==> config.mk <==
export PLATFORM = sky130hd
export DESIGN_NAME = demux_feeder
export DESIGN_NICKNAME = d
export VERILOG_FILES = /design/src/rtl/demux_pkg.sv /design/src/rtl/demux_fifo.sv /design/src/rtl/demux_feeder.sv
export SDC_FILE = /design/constraint.sdc
export NUM_CORES = 1
export LEC_CHECK = 0
export ABC_AREA = 1
export ABC_CLOCK_PERIOD_IN_PS = 4410
export BUFFER_PORTS_ARGS = -buffer_cell sky130_fd_sc_hd__buf_2
export CAP_MARGIN = 10
export CORE_MARGIN = 2
export CORE_UTILIZATION = 45
export CTS_CLUSTER_DIAMETER = 30
export CTS_CLUSTER_SIZE = 10
export DETAILED_ROUTE_END_ITERATION = 8
export GPL_TIMING_DRIVEN = 0
export PLACE_DENSITY = 0.66
export SETUP_SLACK_MARGIN = 0.4
export SLEW_MARGIN = 10
export SYNTH_ARGS = -nofsm -noshare
export SYNTH_HDL_FRONTEND = slang
export SYNTH_SLANG_ARGS = --single-unit
==> constraint.sdc <==
create_clock -name clk -period 4.41 [get_ports clk]
set_input_delay 0 -clock clk [delete_from_list [all_inputs] [get_ports clk]]
set_output_delay 0 -clock clk [all_outputs]
set_load 0.1 [all_outputs]
==> src/rtl/demux_pkg.sv <==
// Shared types and constants for the demux feeder: FSM state encoding and
// delivery counter width.
package demux_pkg;

    localparam int CNT_W = 16;

    typedef enum logic [1:0] {
        ST_EMPTY  = 2'd0,
        ST_ACTIVE = 2'd1,
        ST_FULL   = 2'd2
    } state_e;

endpackage

==> src/rtl/demux_fifo.sv <==
// Synchronous FIFO for the demux feeder with a combinational head read and a
// live occupancy count. The caller gates wr_en/rd_en against count.
module demux_fifo #(
    parameter int WIDTH = 9,
    parameter int DEPTH = 4,
    localparam int AW = $clog2(DEPTH),
    localparam int CW = AW + 1
) (
    input  logic             clk,
    input  logic             rst_n,
    input  logic             wr_en,
    input  logic [WIDTH-1:0] wr_data,
    input  logic             rd_en,
    output logic [WIDTH-1:0] rd_data,
    output logic [CW-1:0]    count
);

    logic [WIDTH-1:0] r_mem [DEPTH];
    logic [AW-1:0]    r_wr_ptr;
    logic [AW-1:0]    r_rd_ptr;
    logic [CW-1:0]    r_count;

    // NOTE: storage is not reset; occupancy is tracked by the pointers and
    // count, so stale entries are never presented as valid data.
    always_ff @(posedge clk) begin
        if (wr_en) begin
            r_mem[r_wr_ptr] <= wr_data;
        end
    end

    // NOTE: sequential state uses non-blocking assignments so every register
    // samples pre-edge values regardless of statement order.
    always_ff @(posedge clk or negedge rst_n) begin
        if (!rst_n) begin
            r_wr_ptr <= '0;
            r_rd_ptr <= '0;
            r_count  <= '0;
        end else begin
            // Pointers are AW bits wide, so wrap modulo DEPTH falls out of
            // the arithmetic for power-of-two depths.
            if (wr_en) begin
                r_wr_ptr <= r_wr_ptr + AW'(1);
            end
            if (rd_en) begin
                r_rd_ptr <= r_rd_ptr + AW'(1);
            end
            unique case ({wr_en, rd_en})
                2'b10:   r_count <= r_count + CW'(1);
                2'b01:   r_count <= r_count - CW'(1);
                default: r_count <= r_count;
            endcase
        end
    end

    assign rd_data = r_mem[r_rd_ptr];
    assign count   = r_count;

endmodule

==> src/rtl/demux_feeder.sv <==
// Buffers tagged beats and presents the oldest one to a 1:2 demux, popping
// when the selected consumer is ready. Define DEMUX_FEEDER_RR_EN to ignore
// in_dest and alternate destinations 0,1,0,... per accepted beat.
module demux_feeder
    import demux_pkg::*;
#(
    parameter int WIDTH = 8,
    parameter int DEPTH = 4
) (
    input  logic             clk,
    input  logic             rst_n,
    input  logic [WIDTH-1:0] in_data,
    input  logic             in_dest,
    input  logic             in_valid,
    output logic             in_ready,
    output logic [WIDTH-1:0] d_out,
    output logic             sel_out,
    output logic             d_valid,
    input  logic             ready0,
    input  logic             ready1,
    output logic [CNT_W-1:0] cnt0,
    output logic [CNT_W-1:0] cnt1,
    output logic [1:0]       state
);

    localparam int CW = $clog2(DEPTH) + 1;

    logic             r_alive;
    logic [CNT_W-1:0] r_cnt0;
    logic [CNT_W-1:0] r_cnt1;
    state_e           r_state;
    state_e           w_state_next;

    logic             w_push;
    logic             w_pop;
    logic             w_dest;
    logic [WIDTH:0]   w_head;
    logic [CW-1:0]    w_count;
    logic             w_head_dest;

`ifdef DEMUX_FEEDER_RR_EN
    logic r_rr_dest;
    wire  w_unused_dest = in_dest;

    always_ff @(posedge clk or negedge rst_n) begin
        if (!rst_n) begin
            r_rr_dest <= 1'b0;
        end else if (w_push) begin
            r_rr_dest <= ~r_rr_dest;
        end
    end

    assign w_dest = r_rr_dest;
`else
    assign w_dest = in_dest;
`endif

    demux_fifo #(
        .WIDTH (WIDTH + 1),
        .DEPTH (DEPTH)
    ) u_fifo (
        .clk     (clk),
        .rst_n   (rst_n),
        .wr_en   (w_push),
        .wr_data ({w_dest, in_data}),
        .rd_en   (w_pop),
        .rd_data (w_head),
        .count   (w_count)
    );

    // Holds in_ready low until the first edge after reset release.
    always_ff @(posedge clk or negedge rst_n) begin
        if (!rst_n) begin
            r_alive <= 1'b0;
        end else begin
            r_alive <= 1'b1;
        end
    end

    // Readiness depends only on stored count, so a pop never frees a slot
    // for a push in the same cycle.
    assign in_ready    = r_alive && (w_count < CW'(DEPTH));
    assign d_valid     = (w_count != '0);
    assign w_head_dest = w_head[WIDTH];
    assign d_out       = d_valid ? w_head[WIDTH-1:0] : '0;
    assign sel_out     = d_valid ? w_head_dest : 1'b0;

    assign w_push = in_valid && in_ready;
    assign w_pop  = d_valid && (sel_out ? ready1 : ready0);

    always_ff @(posedge clk or negedge rst_n) begin
        if (!rst_n) begin
            r_cnt0 <= '0;
            r_cnt1 <= '0;
        end else if (w_pop) begin
            if (sel_out) begin
                r_cnt1 <= r_cnt1 + CNT_W'(1);
            end else begin
                r_cnt0 <= r_cnt0 + CNT_W'(1);
            end
        end
    end

    always_ff @(posedge clk or negedge rst_n) begin
        if (!rst_n) begin
            r_state <= ST_EMPTY;
        end else begin
            r_state <= w_state_next;
        end
    end

    // NOTE: the default assignment before the case keeps this block free of
    // inferred latches on paths that do not change state.
    always_comb begin
        w_state_next = r_state;
        unique case (r_state)
            ST_EMPTY: begin
                if (w_push) begin
                    w_state_next = ST_ACTIVE;
                end
            end
            ST_ACTIVE: begin
                if (w_push && !w_pop && (w_count == CW'(DEPTH - 1))) begin
                    w_state_next = ST_FULL;
                end else if (w_pop && !w_push && (w_count == CW'(1))) begin
                    w_state_next = ST_EMPTY;
                end
            end
            ST_FULL: begin
                if (w_pop) begin
                    w_state_next = ST_ACTIVE;
                end
            end
            default: w_state_next = ST_EMPTY;
        endcase
    end

    assign cnt0  = r_cnt0;
    assign cnt1  = r_cnt1;
    assign state = r_state;

endmodule
==> results.toml, run 1 <==
[status]
status = "complete, no violations"

[synthesis]
synth.ff_latch_count = 78
syn_nets = 429
syn_area_sq_um = 3820
avgSynthCellArea_sq_um = 9.51
syn-instance-count = 402
ys.warnings.count = 0
ys_types = 31
seq_area_frac_synth = 0.558

[floorplan]
die_area_sq_um = 9250
initial_core_util = 0.465
core_area_sq_um = 8220
die_x_um = 96.2
rows = 33
io_pins = 59
die_h_um = 96.2

[cts]
path_clk_slew_ns = 0.08
root_buffer = "clkbuf_8"
clock_latency_ns = 0.35
cts-resized-gates = 0
clock_sinks = 78
cts-hold-fix-buffers = 10
postCtsSetupBuffers = 0
htree_num_levels = 3
cts_tree = "done"
cts_made_buffers = 9
clk_path_buf_depth = 2

[sta]
rsz0062_at_grt = "false"
max_freq_ghz = 0.453
fin_setup_tns_ns = 0
slew_headroom = 0.386
fin_crit_sh = 0.500
final-max-slew-violation-count = 0
holdWs_ns = 0.101
finalClockSkew_ns = 0.0135
period_minus_slack_ns = 2.21
report.final.setup_viol = 0
worst_pin_slew_ns = 0.922
hold_violations = 0

[critical_path]
crit_fanout = 9
critical_path_class = "flop to flop"
worst_ep_arrival_time_ns = 2.44
worstSetupEndpoint = "state[0]"
rr_worst_depth = 15
end_kind = "flop"
r2r-end = "state[0]"
rrSetupSlack_ns = 2.20
startpoint = "u_fifo.count[0]"
start_kind = "flop"
r2r_start = "u_fifo.count[0]"
crit_required_ns = 4.65

[flow_run]
maxCapViolations = 0

[finish]
layout_commonest_cell = "nand2_1"
diodes = 0
final_cell_mix = "nand2_1, nor2_1, buf_2, dfrtp_1, inv_1"
fillCellCount = 734
multi_input_area_sq_um = 1470
final_nets = 508
area_growth_pct = 19.4
ff_latch_area_sq_um = 2130
drive_gt1_frac = 0.204

[place]
gp_congestion = 0.814
dp_hpwl_mm = 5.33
io_buffers = 58

[global_routing]
grt_max_degree = 43
grt_pass1_wl_mm = 12.7
grt_overflow = 0
antenna_found_initial = 0
grt_util_all_layers = 0.182
grt_pass1_vias = 2778

[route]
drc = 0
routed_wirelength_mm = 7.64
via_count = 2803
ant_nets = 0
drtPass1Iterations = 4
wire_per_inst_um = 12.9
viasPerCell = 4.74
drtIter0Drc = 125

[hold_path]
hold_path_class = "input port to flop"
==> worst max-delay path: stages (launching register included) <==
cell     delay (ns)
dfrtp_1        0.41
inv_1          0.08
ha_1           0.23
nand2_4        0.12
inv_4          0.08
nor2_4         0.11
nand2_4        0.09
nand2_1        0.20
inv_1          0.07
ha_1           0.19
nand2_1        0.09
nand3_1        0.07
a31oi_1        0.18
nor2_1         0.06
nand3_1        0.07
nand2_1        0.04
==> stage by stage <==
| step | cell area, sq um | setup slack [ns] | instances | util |
|---|---|---|---|---|
| floorplan | 3820 | 1.32 | 402 | - |
| global placement | 4240 | 2.24 | 565 | 0.517 |
| detailed placement | 4240 | 2.19 | 565 | 0.517 |
| CTS | 4560 | 2.18 | 591 | 0.555 |
| global route | 4560 | 1.96 | 591 | 0.555 |
| finish | 4560 | 2.20 | 591 | 0.555 |
==> cell type report <==
| class | count | share of cell area |
|---|---|---|
| buffer | 6 | 0.00823 |
| clock buffer | 9 | 0.0271 |
| clock inverter | 7 | 0.0208 |
| inverter | 47 | 0.0392 |
| multi-input combinational | 271 | 0.323 |
| sequential | 78 | 0.467 |
| tap | 105 | 0.0288 |
| timing repair buffer | 68 | 0.0855 |
==> metal layers <==
metal / share of wire / GRT usage / up-vias
met5: 0 / 0 / -
met4: 0.0072 / 0.0786 / 0
met3: 0.034 / 0.0376 / 4
met2: 0.48 / 0.292 / 47
met1: 0.48 / 0.240 / 1298
li1: - / - / 1454
==> synthesized netlist by cell type <==
cell	number	area share
a21oi_1	8	0.010
a31oi_1	1	0.0016
buf_2	3	0.0039
buf_4	1	0.0020
buf_6	1	0.0029
clkbuf_1	1	0.00098
conb_1	1	0.00098
dfrtp_1	42	0.27
edfxtp_1	36	0.28
ha_1	13	0.043
inv_1	41	0.040
inv_2	5	0.0049
inv_4	1	0.0016
mux2i_1	1	0.0026
nand2_1	76	0.075
nand2_2	1	0.0016
nand2_4	2	0.0059
nand3_1	20	0.026
nand3_2	2	0.0052
nand4_1	4	0.0065
nand4_4	1	0.0056
nor2_1	69	0.068
nor2_2	1	0.0016
nor2_4	6	0.018
nor3_1	8	0.010
nor3_2	1	0.0026
o21ai_0	26	0.034
o21ai_1	1	0.0013
o31ai_1	1	0.0020
xnor2_1	5	0.011
xor2_1	23	0.053
==> flip-flops by register name, indices dropped and copies added, names as in the netlist <==
register / cells
state: 2
cnt1: 16
u_fifo.r_wr_ptr: 2
cnt0: 16
u_fifo.count: 3
u_fifo.r_mem: 36
r_alive: 1
u_fifo.r_rd_ptr: 2
==> how the worst min path moves through the flow <==
stage | startpoint | to | slack, ns | cells after the start
6_report | ready1 | cnt1[3] | 0.10 | 4
2_1_floorplan | rst_n | cnt0[0] | -0.30 | 0
5_1_grt | ready1 | cnt1[3] | 0.12 | 4
3_5_place_dp | rst_n | cnt1[11] | 0.20 | 1
4_1_cts | ready1 | cnt1[3] | 0.09 | 4
3_3_place_gp | rst_n | cnt1[11] | 0.20 | 1
==> logic make-up after synthesis <==
| kind of cell | share of synthesized area |
|---|---|
| adder cells (fa/ha/maj) | 0.0426 |
| other | 0.000981 |
| AND/OR/NAND/NOR | 0.226 |
| XOR/XNOR | 0.0642 |
| buffers and inverters | 0.0566 |
| multiplexers | 0.00262 |
| flip-flops | 0.558 |
| AO/OA/AOI/OAI | 0.0494 |
Power of run 1 is not shown: default switching activity piles up to over one toggle a cycle in this logic, so the estimate is an artifact.
==> inputs of run 2 (changes only) <==
ABC_AREA = 0   (was 1)
ABC_CLOCK_PERIOD_IN_PS = 2300   (was 4410)
clock period = 2.3 ns   (was 4.41 ns; I/O delays follow)
==> results.toml, run 2 <==
[synthesis]
seq_area_frac_synth = 0.607
synthTopCellsByCount = "dfrtp_1, edfxtp_1, xnor2_1"
syn-instance-count = 250
synth_area_leaders = "edfxtp_1, dfrtp_1, xnor2_1"
ys_types = 35
synth_edf_count = 36
synth.top_cell.area_share = 0.308
syn_area_sq_um = 3510
syn_nets = 277
avgSynthCellArea_sq_um = 14.0
synth.ff_latch_count = 78
synth-main-ff-cell = "dfrtp_1"
async_flop_share = 0.538
yosysTopAreaCell = "edfxtp_1"
yosys.cell_count.top_type = "dfrtp_1"
ys.warnings.count = 0

[sta]
report.final.setup_viol = 0
fin_setup_tns_ns = 0
max_freq_ghz = 0.465
worst_pin_slew_ns = 0.944
period_minus_slack_ns = 2.15
fin_crit_sh = 0.936
rsz0062_at_grt = "true"
slew_headroom = 0.370
hold_violations = 0
final-max-slew-violation-count = 0
finalClockSkew_ns = 0.00761
holdWs_ns = 0.0185

[global_routing]
grt_pass1_wl_mm = 11.2
grt_util_all_layers = 0.171
grt_max_degree = 43
antenna_found_initial = 0
grt_overflow = 0
grt_pass1_vias = 2353

[cts]
root_buffer = "clkbuf_8"
htree_num_levels = 3
clk_path_buf_depth = 2
path_clk_slew_ns = 0.09
cts_made_buffers = 9
clock_sinks = 78
cts_tree = "done"
clock_latency_ns = 0.35

[pwr]
p_comb_frac = 0.589
clkPwrFrac = 0.147
p_per_area_nw_per_um2 = 1510
seq_power_share = 0.264
total_power_mw = 7.21
max-vdd-ir-drop_uv = 1310
power.switching_mw = 3.40
internal_power_mw = 3.82
swShare = 0.471
leakagePower_nw = 2.09

[place]
dp_hpwl_mm = 4.32
io_buffers = 58
gp_congestion = 0.738
dpl-instance-area_sq_um = 4000

[hold_path]
hold_path_class = "input port to flop"
min_path_cells = 4
whs_endpoint = "u_fifo.r_rd_ptr[0]"
hp-start = "ready0"

[finish]
fin_area_sq_um = 4770
diodes = 0
layout_commonest_cell = "buf_2"
utilization = 0.624
regMostFlops = "u_fifo.r_mem"
area_growth_pct = 35.8
final_cell_mix = "buf_2, edfxtp_1, dfrtp_1, xnor2_1, buf_4"
fillCellCount = 594
largest_register_ffs = 36
drive_gt1_frac = 0.439
final_nets = 384

[route]
viasPerCell = 5.00
drtPass1Iterations = 4
drtIter0Drc = 165
ant_nets = 0
via_count = 2321
drc = 0
routed_wirelength_mm = 7.02
wire_per_inst_um = 15.1

[floorplan]
die_h_um = 92.3
initial_core_util = 0.459
die_x_um = 92.3
io_pins = 59
rows = 32
die_area_sq_um = 8530
core_area_sq_um = 7650

[critical_path]
crit_required_ns = 2.54
crit_fanout = 4
start_kind = "flop"
rrSetupSlack_ns = 0.15
worst_ep_arrival_time_ns = 2.39
r2r-end = "u_fifo.count[2]"
end_kind = "flop"
rr_worst_depth = 9
critical_path_class = "flop to flop"
r2r_start = "u_fifo.r_rd_ptr[0]"

[flow_run]
maxCapViolations = 0

[status]
status = "complete, no violations"
## run 2: cell count changes in the layout (fill, tap and decap cells not counted), sizes merged, moves of 13 or more
cell / before / now
xnor2: 5 / 29
nand2: 79 / 19
buf: 63 / 87
inv: 49 / 13
nor2: 76 / 2
and2: 0 / 13
o21ai: 27 / 5
xor2: 23 / 4
## run 2: how the worst max path moves through the flow
| stage | depth (start not counted) | end | from |
|---|---|---|---|
| 2_1_floorplan | 9 | state[0] | u_fifo.r_rd_ptr[0] |
| 3_3_place_gp | 9 | state[0] | u_fifo.r_rd_ptr[0] |
| 3_5_place_dp | 9 | state[0] | u_fifo.r_rd_ptr[0] |
| 4_1_cts | 9 | state[0] | u_fifo.r_rd_ptr[0] |
| 5_1_grt | 9 | state[0] | u_fifo.r_rd_ptr[0] |
| 6_report | 9 | u_fifo.count[2] | u_fifo.r_rd_ptr[0] |
## run 2: per-stage QoR
stage / instances / worst slack [ns]
after global routing: 464 / 0.0162
after floorplan: 250 / 0.119
after detailed placement: 410 / -0.0720
final: 464 / 0.148
after CTS: 451 / 0.155
after global placement: 410 / -0.0544
## run 2: layout make-up
cell class / instances / area (sq um) / share of cell area
clock buffer: 9 / 124 / 0.0260
buffer: 7 / 70.1 / 0.0147
multi-input combinational: 154 / 1400 / 0.294
sequential: 78 / 2150 / 0.451
timing repair buffer: 96 / 773 / 0.162
tap: 102 / 128 / 0.0268
clock inverter: 7 / 81.3 / 0.0171
inverter: 11 / 41.3 / 0.00866
## run 2: kinds of logic after synthesis
logic type,count (synthesis),share of synthesized area
AOI/OAI and AO/OA,14,0.0256
xor gates and xnor gates,33,0.0823
adders and majority gates,13,0.0463
buffers and inverters,18,0.0221
DFF,78,0.607
muxes,15,0.0755
other,1,0.00107
and+or+nand+nor,78,0.140
## run 2: timing repair
action                                  4_1_cts  5_1_grt
gates cloned                                  0        1
hold endpoints to repair                     79        0
endpoints found under the setup margin       29       30
buffers inserted                             14       12
pin swaps                                     7        6
hold buffers                                 11        0
resized for setup                            44       20
## run 2: power by group through the flow
| stage | Sequential [mW] | Clock, mW | Combinational, mW |
|---|---|---|---|
| after floorplan | 2.64 | 0 | 2.07 |
| after global placement | 1.93 | 0 | 3.24 |
| after detailed placement | 1.94 | 0 | 3.26 |
| after CTS | 1.90 | 1.08 | 3.88 |
| after global routing | 1.94 | 1.14 | 4.47 |
| final | 1.91 | 1.06 | 4.25 |
## run 2: critical path: stages (launching register included)
cell     delay, ns
dfrtp_1       0.39
mux4_2        0.56
buf_6         0.15
and3_4        0.16
nor2_4        0.14
inv_2         0.07
ha_4          0.17
buf_4         0.14
a31oi_1       0.17
o22ai_1       0.09
## run 2: per-layer routing
layer,up-vias,wire (um),track usage
met5,-,0,0
met4,0,125,0.0721
met3,11,225,0.0382
met2,45,3540,0.285
met1,1145,3130,0.215
li1,1120,-,-
No activity file was read; power rests on OpenSTA's default activity.
==> inputs of run 3 (changes only) <==
CORE_UTILIZATION = 56   (was 45)
PLACE_DENSITY = 0.79   (was 0.66)
==> results.toml, run 3 (synthesis results as in run 2) <==
[finish]
area_growth_pct = 37.8
diodes = 0
ff_latch_area_sq_um = 2150
fillCellCount = 317
final_cell_mix = "buf_2, edfxtp_1, dfrtp_1, xnor2_1, buf_4"
layout.cells.non_filler = 443
multi_input_area_sq_um = 1440
layout_commonest_cell = "buf_2"
drive_gt1_frac = 0.462
largest_register_ffs = 36
final_nets = 390
utilization = 0.808
regMostFlops = "u_fifo.r_mem"

[sta]
period_minus_slack_ns = 2.09
holdWs_ns = 0.0704
report.final.setup_viol = 0
final-max-slew-violation-count = 0
hold_violations = 0
slew_headroom = 0.337
finalClockSkew_ns = 0.00657
worst_pin_slew_ns = 0.994
fin_crit_sh = 0.909
rsz0062_at_grt = "true"
max_freq_ghz = 0.479

[pwr]
total_power_mw = 7.49
max-vdd-ir-drop_uv = 1390
leakagePower_nw = 2.17
p_per_area_nw_per_um2 = 1550

[route]
viasPerCell = 5.43
via_count = 2406
ant_nets = 0
drc = 0
drtIter0Drc = 151
drtPass1Iterations = 4
wire_per_inst_um = 17.0
routed_wirelength_mm = 7.55

[cts]
clock_sinks = 78
clk_path_buf_depth = 2
htree_num_levels = 3
clock_latency_ns = 0.35
cts_tree = "done"
cts_made_buffers = 9
path_clk_slew_ns = 0.08
root_buffer = "clkbuf_8"

[floorplan]
io_pins = 59
rows = 28
die_h_um = 83.2
initial_core_util = 0.586
die_x_um = 83.2
die_area_sq_um = 6920
core_area_sq_um = 5990

[place]
dp_hpwl_mm = 4.40
io_buffers = 58
dpl.cell_count = 383
gp_congestion = 0.707

[critical_path]
rr_worst_depth = 9
worst_ep_arrival_time_ns = 2.36
end_kind = "flop"
r2r-end = "state[0]"
critical_path_class = "flop to flop"
rrSetupSlack_ns = 0.21
r2r_start = "u_fifo.r_mem[2][8]"
startpoint = "u_fifo.r_mem[2][8]"
crit_fanout = 3
start_kind = "flop"
worstSetupEndpoint = "state[0]"
crit_required_ns = 2.57

[global_routing]
grt_max_degree = 43
grt_util_all_layers = 0.224
antenna_found_initial = 0
top_usage_layer = "met2"
met3_usage = 0.0447
use_met1 = 0.299
grt_pass1_vias = 2391
grt_overflow = 0
met2_usage = 0.359
grt_pass1_wl_mm = 11.9

[hold_path]
hold_path_class = "input port to flop"

[status]
status = "complete, no violations"

[flow_run]
maxCapViolations = 0
==> run 3: per-stage QoR <==
stage / worst slack (ns) / cell area, sq um / setup TNS [ns]
3_5_place_dp: -0.0256 / 3960 / -0.0256
3_3_place_gp: 0.00252 / 3960 / 0
4_1_cts: 0.181 / 4610 / 0
6_report: 0.210 / 4840 / 0
5_1_grt: 0.149 / 4840 / 0
2_1_floorplan: 0.119 / 3580 / 0
==> run 3: metal layers <==
layer | vias to the layer above | share of wire
li1 | 1134 | -
met1 | 1203 | 0.45
met2 | 56 | 0.50
met3 | 13 | 0.034
met4 | 0 | 0.017
met5 | - | 0
==> run 3: cell type report <==
| type | instances | share of cell area |
|---|---|---|
| Buffer | 7 | 0.0165 |
| Clock buffer | 10 | 0.0264 |
| Clock inverter | 6 | 0.0178 |
| Inverter | 11 | 0.00853 |
| Multi-Input combinational cell | 154 | 0.297 |
| Sequential cell | 78 | 0.444 |
| Tap cell | 75 | 0.0194 |
| Timing Repair Buffer | 102 | 0.170 |
==> run 3: timing repair <==
item / 4_1_cts / 5_1_grt
gates cloned: 1 / 1
gates resized for setup: 45 / 24
buffers inserted: 15 / 16
hold endpoints to repair: 79 / 0
hold buffers: 11 / 0
setup endpoints to repair: 33 / 31
pin swaps: 7 / 10
==> run 3: power breakdown <==
part / switching, mW / internal, mW / total [mW]
Clock: 0.496 / 0.609 / 1.11
Sequential: 0.210 / 1.71 / 1.92
Combinational: 2.74 / 1.73 / 4.47
==> run 3: how the worst min path moves through the flow <==
stage,end,start,depth (start not counted)
finish,u_fifo.r_rd_ptr[0],ready0,4
global route,u_fifo.r_rd_ptr[0],ready0,4
CTS,u_fifo.r_rd_ptr[0],ready0,4
detailed placement,cnt1[9],rst_n,1
global placement,cnt1[10],rst_n,1
floorplan,cnt0[0],rst_n,0
==> run 3: worst max-delay path: stages, from the launching register on <==
cell      delay [ns]
edfxtp_1        0.41
mux4_2          0.53
buf_6           0.14
and3_4          0.16
nor2_4          0.13
inv_2           0.06
ha_4            0.17
a32oi_2         0.18
mux2i_1         0.09
o22ai_1         0.15
